File: config.mk
export PLATFORM = sky130hd
export DESIGN_NAME = pulse_gen
export DESIGN_NICKNAME = d
export VERILOG_FILES = /design/src/rtl/pulse_gen_pkg.sv /design/src/rtl/pulse_gen_pend.sv /design/src/rtl/pulse_gen.sv
export SDC_FILE = /design/constraint.sdc
export NUM_CORES = 1
export LEC_CHECK = 0
export CORE_MARGIN = 2
export CORE_UTILIZATION = 40
export DETAILED_ROUTE_END_ITERATION = 10
export PLACE_DENSITY = 0.63
export SETUP_SLACK_MARGIN = 0.3
export SLEW_MARGIN = 20
export SYNTH_ARGS = -nofsm -noshare
export SYNTH_HDL_FRONTEND = slang
export SYNTH_SLANG_ARGS = --single-unit
File: constraint.sdc
create_clock -name clk -period 3 [get_ports clk]
set_input_delay 0.75 -clock clk [delete_from_list [all_inputs] [get_ports clk]]
set_output_delay 0.75 -clock clk [all_outputs]
set_load 0.03 [all_outputs]
File: src/rtl/pulse_gen_pkg.sv
// Shared types and constant helpers for the pulse generator.
// Holds the FSM state encoding and the width function used to size the phase counter.
package pulse_gen_pkg;

  typedef enum logic [1:0] {
    IDLE = 2'd0,
    HIGH = 2'd1,
    GAP  = 2'd2
  } state_t;

  // Ceiling log2, never below 1 so a counter always has at least one bit.
  function automatic int clog2(input int value);
    int res;
    int v;
    res = 0;
    v   = value - 1;
    for (int i = 0; i < 32; i++) begin
      if (v > 0) begin
        res = res + 1;
        v   = v >> 1;
      end
    end
    return (res < 1) ? 1 : res;
  endfunction

  function automatic int max2(input int a, input int b);
    return (a > b) ? a : b;
  endfunction

endpackage

File: src/rtl/pulse_gen_pend.sv
// Saturating count of events accepted while a pulse/gap is in progress.
// Latency: count updates on the edge after inc/dec; drop is combinational.
// Backpressure: none; an increment at saturation without a decrement is dropped.
module pulse_gen_pend #(
  parameter int CNT_W = 3
) (
  input  logic             clk,
  input  logic             rst_n,
  input  logic             init_n,
  input  logic             inc,
  input  logic             dec,
  output logic [CNT_W-1:0] count,
  output logic             sat,
  output logic             drop
);

  localparam logic [CNT_W-1:0] PEND_MAX = '1;

  assign sat  = (count == PEND_MAX);
  // A simultaneous consume frees a slot, so only an uncompensated increment can drop.
  assign drop = inc && !dec && sat;

  always_ff @(posedge clk or negedge rst_n) begin
    if (!rst_n) begin
      count <= '0;
    end else if (!init_n) begin
      count <= '0;
    end else if (inc && !dec && !sat) begin
      count <= count + 1'b1;
    end else if (dec && !inc && (count != '0)) begin
      count <= count - 1'b1;
    end
  end

endmodule

File: src/rtl/pulse_gen.sv
// Event-driven pulse train generator (PULSE_W high, >= GAP_W low); PULSE_GEN_OVF_EN adds sticky ovf.
// Latency: evt_in in cycle N -> pulse_out high from N+1 (N+2 with REG_EVENT=1) when idle.
// Backpressure: none; events during a pulse are queued up to 2^CNT_W-1, extras are dropped.
module pulse_gen
  import pulse_gen_pkg::*;
#(
  parameter int REG_EVENT = 1,
  parameter int PULSE_W   = 4,
  parameter int GAP_W     = 2,
  parameter int CNT_W     = 3
) (
  input  logic             clk,
  input  logic             rst_n,
  input  logic             init_n,
  input  logic             evt_in,
  output logic             pulse_out,
  output logic             busy,
  output logic [CNT_W-1:0] pend_cnt,
  output logic             ovf
);

  localparam int PH_W = clog2(max2(PULSE_W, GAP_W) + 1);
  localparam logic [PH_W-1:0] PH_HIGH_LAST = PH_W'(PULSE_W - 1);
  localparam logic [PH_W-1:0] PH_GAP_LAST  = PH_W'(GAP_W - 1);

  logic evt_eff;

  generate
    if (REG_EVENT != 0) begin : g_evt_reg
      logic evt_q;
      always_ff @(posedge clk or negedge rst_n) begin
        if (!rst_n) begin
          evt_q <= 1'b0;
        end else if (!init_n) begin
          evt_q <= 1'b0;
        end else begin
          evt_q <= evt_in;
        end
      end
      assign evt_eff = evt_q;
    end else begin : g_evt_dir
      assign evt_eff = evt_in;
    end
  endgenerate

  state_t          state, state_nxt;
  logic [PH_W-1:0] ph, ph_nxt;
  logic            pend_inc, pend_dec, pend_sat, pend_drop;

  always_comb begin
    state_nxt = state;
    ph_nxt    = ph;
    pend_inc  = 1'b0;
    pend_dec  = 1'b0;
    case (state)
      IDLE: begin
        if (evt_eff) begin
          state_nxt = HIGH;
          ph_nxt    = '0;
        end
      end
      HIGH: begin
        pend_inc = evt_eff;
        if (ph == PH_HIGH_LAST) begin
          state_nxt = GAP;
          ph_nxt    = '0;
        end else begin
          ph_nxt = ph + 1'b1;
        end
      end
      GAP: begin
        if (ph == PH_GAP_LAST) begin
          ph_nxt = '0;
          if (pend_cnt != '0) begin
            state_nxt = HIGH;
            pend_dec  = 1'b1;
            pend_inc  = evt_eff;
          end else if (evt_eff) begin
            // Nothing queued: the arriving event is consumed directly, never counted.
            state_nxt = HIGH;
          end else begin
            state_nxt = IDLE;
          end
        end else begin
          pend_inc = evt_eff;
          ph_nxt   = ph + 1'b1;
        end
      end
      default: begin
        state_nxt = IDLE;
        ph_nxt    = '0;
      end
    endcase
  end

  always_ff @(posedge clk or negedge rst_n) begin
    if (!rst_n) begin
      state     <= IDLE;
      ph        <= '0;
      pulse_out <= 1'b0;
    end else if (!init_n) begin
      state     <= IDLE;
      ph        <= '0;
      pulse_out <= 1'b0;
    end else begin
      state     <= state_nxt;
      ph        <= ph_nxt;
      pulse_out <= (state_nxt == HIGH);
    end
  end

  assign busy = (state != IDLE);

  pulse_gen_pend #(
    .CNT_W(CNT_W)
  ) u_pend (
    .clk   (clk),
    .rst_n (rst_n),
    .init_n(init_n),
    .inc   (pend_inc),
    .dec   (pend_dec),
    .count (pend_cnt),
    .sat   (pend_sat),
    .drop  (pend_drop)
  );

`ifdef PULSE_GEN_OVF_EN
  logic ovf_q;
  always_ff @(posedge clk or negedge rst_n) begin
    if (!rst_n) begin
      ovf_q <= 1'b0;
    end else if (!init_n) begin
      ovf_q <= 1'b0;
    end else if (pend_drop) begin
      ovf_q <= 1'b1;
    end
  end
  assign ovf = ovf_q;

  logic unused_pend;
  assign unused_pend = pend_sat;
`else
  assign ovf = 1'b0;

  logic unused_pend;
  assign unused_pend = pend_sat ^ pend_drop;
`endif

endmodule
# Word-level counts from Yosys, hierarchy flattened
# Index checks and enable logic that the tools add are counted.
# word_totals
input_bits	4
register_bits	10
wordCells	49
# op_classes
eq_ne	8
reduce_logical	10
mux	23
n_addsub	3
# ops
op	n
$mux W3	7
$mux W1	9
$pmux W3 S3	1
$mux W2	4
$add A3 B1 Y3 const B	2
$pmux W2 S3	1
$eq A2 B1 Y1 const B	2
$logic_and A1 B1 Y1	4
$eq A3 B1 Y1 const B	1
$eq A3 B2 Y1 const B	1
$eq A3 B3 Y1 const B	1
$logic_not A1 Y1	3
$ne A3 B1 Y1 const B	1
$ne A3 B3 Y1 const B	1
$reduce_bool A3 Y1	1
$sub A3 B1 Y3 const B	1
$eq A2 B2 Y1 const B	1
$logic_not A2 Y1	1
$pmux W1 S2	1
$reduce_bool A2 Y1	1

# Depth between registers and ports, before layout
# logic_depth
word_depth	10
mapped_depth	13

# Hierarchy
# Synthesis repeated with hierarchy kept, for this count alone.
# hier_totals
hier_cells	101
area_unflattened_um2	894.6
# by_module_without_submodules
mod	seq_area_each_um2	cells_each	area_each_um2	instances
pulse_gen	175.2	64	559.3	1
pulse_gen_pend	75.1	37	335.3	1

# Least setup slack after synthesis
# Ideal clock, no wire load.
# synth_timing
kind	flip-flop to flip-flop
start	register state[0]
end	register u_pend.count[2]
stages_incl_launch_ff	13
arrival_time_ns	2.297
path_slack_ns	0.578
path_cell_list	dfrtp_1 -> inv_1 -> ha_1 -> buf_6 -> a2bb2oi_1 -> a32o_2 -> a21oi_1 -> nor2_1 -> fa_1 -> nor4_1 -> a221oi_2 -> xor2_1 -> nor2_1
# synth_between
elab_chain_cells	7
# synth_rtl
item	line	rtl
start: declaration	pulse_gen.sv:46	state_t state, state_nxt;
start signal: assignment	pulse_gen.sv:106	state <= state_nxt;
parallel branches: the longest is 7 deep, another holds $ne A3 B1 Y1	n/a	
end signal: assignment	pulse_gen_pend.sv:29	count <= count + 1'b1;
end signal: assignment	pulse_gen_pend.sv:31	count <= count - 1'b1;
end: declaration	pulse_gen_pend.sv:12	output logic [CNT_W-1:0] count,
# Parallel ways; which one is timed is not known.
# A chain may end at the register's enable or synchronous reset.

# Worst setup path after layout
# layout_timing
start	register state[1]
end	register u_pend.count[2]
# Same word-level chain as after synthesis.

==> impl_metrics.ini <==
[outcome]
run_status = finished, final reports clean

[setup_path]
crit_fanout = 5
critPathTopFamily = compound AO/OA/AOI/OAI gates
cpMostUsedCell = nor2_1
worstSetupEndpointType = register
cell_chain_critical_path = inv_1 -> ha_1 -> a2bb2oi_1 -> a32o_2 -> a21oi_1 -> nor2_1 -> fa_1 -> nand2_1 -> nor4b_2 -> a221oi_2 -> xor2_1 -> nor2_1
timing.critical_path.required_ps = 3130
timing.critical_path.arrival_ps = 2690
cp.buffers_inverters = 1
cell_at_the_slowest_stage_of_the_critical_path = fa_1
crit_path_max_incr_delay_ps = 460
worstSetupStartpointType = register
crit_type = reg2reg

[place]
dp_slack_ps = 314
finalWeightedCongestion = 0.760
total_of_buffers_placed_on_input_and_output_ports = 8
placed_cells_incl_taps = 120
place.detailed.hpwl_um = 1170
post_dp_cell_area_um2 = 886

[final_layout]
flow.area_growth_from_synthesis_pct = 19.3
final_cell_count_no_fill = 123
nets = 111
num_antenna_cells = 0
drive_above_1_share_pct = 15.6
final_cell_area_um2 = 943
layout.core_utilization_pct = 49.1

[global_routing]
grt_max_degree = 11
first_global_vias = 639
grt_pass1_wl_um = 2720
number_of_antenna_violations_at_the_first_check_in_global_routing = 0
global_route.usage.total_pct = 14.3
grt_overflow = 0

[timing]
rsz0062_at_grt = no
hold_viol_final = 0
period_share_pct = 85.5
worst_clock_skew_ps = 0.250
timing.setup.tns_ps = 0
fin_hold_ws_ps = 573
max_freq_mhz = 390
finalMaxSlewViolations = 0
setup-violations-final = 0
timing.final.crit_period_ps = 2570
worst_slack_ps = 434

[clock_network]
clock_sinks = 10
worst_setup_hold_path_clk_slew_ps = 60
ctsHoldBuffers = 0
cts_made_buffers = 3
cts-root-to-sink-buffers = 2
clkLatencyLatePin_ps = 250
clockRootBuffer = clkbuf_4
cts-htree-levels = 1
cts_tree = yes

[pwr]
power.density_nw_per_um2 = 290
vdd_ir_drop_max_mv = 0.153
total_power_mw = 0.273
p_leak_nw = 0.388

[floorplanning]
die_area_um2 = 2350
die-width_um = 48.5
floorplan.initialDensity_pct = 41.1
core-area_um2 = 1920
die_height_um = 48.5
boundaryPins = 10
placementRows = 16

[yosys]
synthesis.area_um2 = 791
yosys.cell_types.count = 32
synth_seq_cells = 10
postSynth.asyncResetShare_pct = 100
synth_cells = 87
count_of_flip_flops_with_a_built_in_enable_after_synthesis = 0
synthesized_netlist_net_count = 100
synth_sequential_area_ratio_pct = 31.6
synth-main-ff-cell = dfrtp_1
yosys_warnings = 0
synthesized_area_per_cell_um2 = 9.09

[routing]
totalWireLength_um = 1530
wl_per_cell_um = 12.4
drt.antenna.violating_nets = 0
detailedRoute.firstIterationViolations = 18
drc_errors = 0
first_pass_iters = 4
post_drt_via_cell_ratio = 5.09
via_count = 626

[min_path]
worst_hold_path_type = reg2reg

[flow_run]
max-cap-violations = 0
## path summary, 6_finish.rpt
path,slack [ps],to,cells past startpoint,startpoint
max,430,u_pend.count[2],12,state[1]
min,570,ph[1],2,ph[1]
max reg2reg,430,u_pend.count[2],12,state[1]
min reg2reg,570,ph[1],2,ph[1]
max in group asynchronous,1860,state[1],1,rst_n
min in group asynchronous,810,u_pend.count[2],1,rst_n
## registers in the layout (all words and copies together), names as in the netlist
name,flops
ph,3
u_pend.count,3
state,2
evt_eff,1
pulse_out,1
## Yosys cell counts, drive strengths merged (2+ instances only)
master / count / share of area, %
a21oi: 8 / 6.5
a221oi: 2 / 3.8
a2bb2oi: 2 / 2.2
and2: 5 / 4.1
buf: 2 / 2.4
dfrtp: 10 / 32
ha: 8 / 13
inv: 10 / 4.7
nand2: 5 / 2.4
nand2b: 2 / 1.6
nor2: 6 / 2.8
nor2b: 2 / 1.6
nor3: 4 / 2.5
nor3b: 2 / 3.2
o21ai: 7 / 4.9
## final cells by class
class | instances | area [um2]
fillers | 187 | 978
flip-flops and latches | 10 | 251
well taps | 27 | 33.8
clock buffers | 3 | 22.5
repair buffers | 8 | 80.1
inverters | 10 | 37.5
multi-input cells | 65 | 518
## repair_timing
action / CTS / global route
endpoints found under the setup margin: 1 / 1
resized for setup: 1 / 5
buffers inserted: 0 / 0
## power breakdown
group	internal, mW	switching, mW
Clock	0.0458	0.0371
Sequential	0.138	0.00353
Combinational	0.0196	0.0291
## cell families (layout without fill, tap and decap cells)
group / Yosys count / in the layout / share of synthesized area [%]
AOI/OAI and AO/OA: 22 / 22 / 20.7
DFF: 10 / 10 / 31.6
buffers and inverters: 12 / 21 / 7.12
muxes: 1 / 1 / 1.27
adders and majority gates: 9 / 9 / 15.2
other: 1 / 1 / 0.474
xor gates and xnor gates: 1 / 1 / 1.11
and+or+nand+nor: 31 / 31 / 22.5
## cells in the final DEF (no fill, tap or decap)
cell / netlist / final
a21oi_4: 1 / 1
o21ai_0: 4 / 4
ha_1: 8 / 7
nand2b_1: 2 / 2
nor2b_1: 2 / 2
a221oi_2: 2 / 2
or3_1: 1 / 1
nor2_1: 6 / 6
nand3_1: 1 / 1
nand3b_1: 1 / 1
dfrtp_1: 10 / 9
nor4b_2: 0 / 1
clkdlybuf4s50_1: 0 / 8
dfrtp_2: 0 / 1
and2_1: 4 / 4
a21oi_1: 7 / 7
nor4_4: 0 / 1
a2bb2oi_1: 2 / 2
a22oi_1: 1 / 1
o21bai_1: 1 / 1
o21ai_2: 1 / 1
o21ai_1: 2 / 2
nor3b_2: 2 / 2
clkbuf_4: 0 / 3
inv_1: 10 / 10
fa_1: 1 / 1
a32o_2: 1 / 1
and2_2: 1 / 1
xor2_1: 1 / 1
ha_4: 0 / 1
mux2i_1: 1 / 1
nor3_1: 4 / 4
conb_1: 1 / 1
nand2_1: 5 / 5
## worst register-to-register path, stage by stage, from the launching register on
cell       delay (ps)
dfrtp_2           410
inv_1              80
ha_1              250
a2bb2oi_1         160
a32o_2            270
a21oi_1           120
nor2_1             70
fa_1              460
nand2_1           120
nor4b_2            60
a221oi_2          200
xor2_1            180
nor2_1             60
## per-layer routing
| metal | global-route usage (%) | up-vias | share of wire, % |
|---|---|---|---|
| li1 | - | 318 | - |
| met1 | 18.8 | 292 | 49 |
| met2 | 23.1 | 16 | 47 |
| met3 | 1.85 | 0 | 4.3 |
| met4 | 7.14 | 0 | 0 |
| met5 | 0 | - | 0 |
Power figures use the tool's default switching activity.
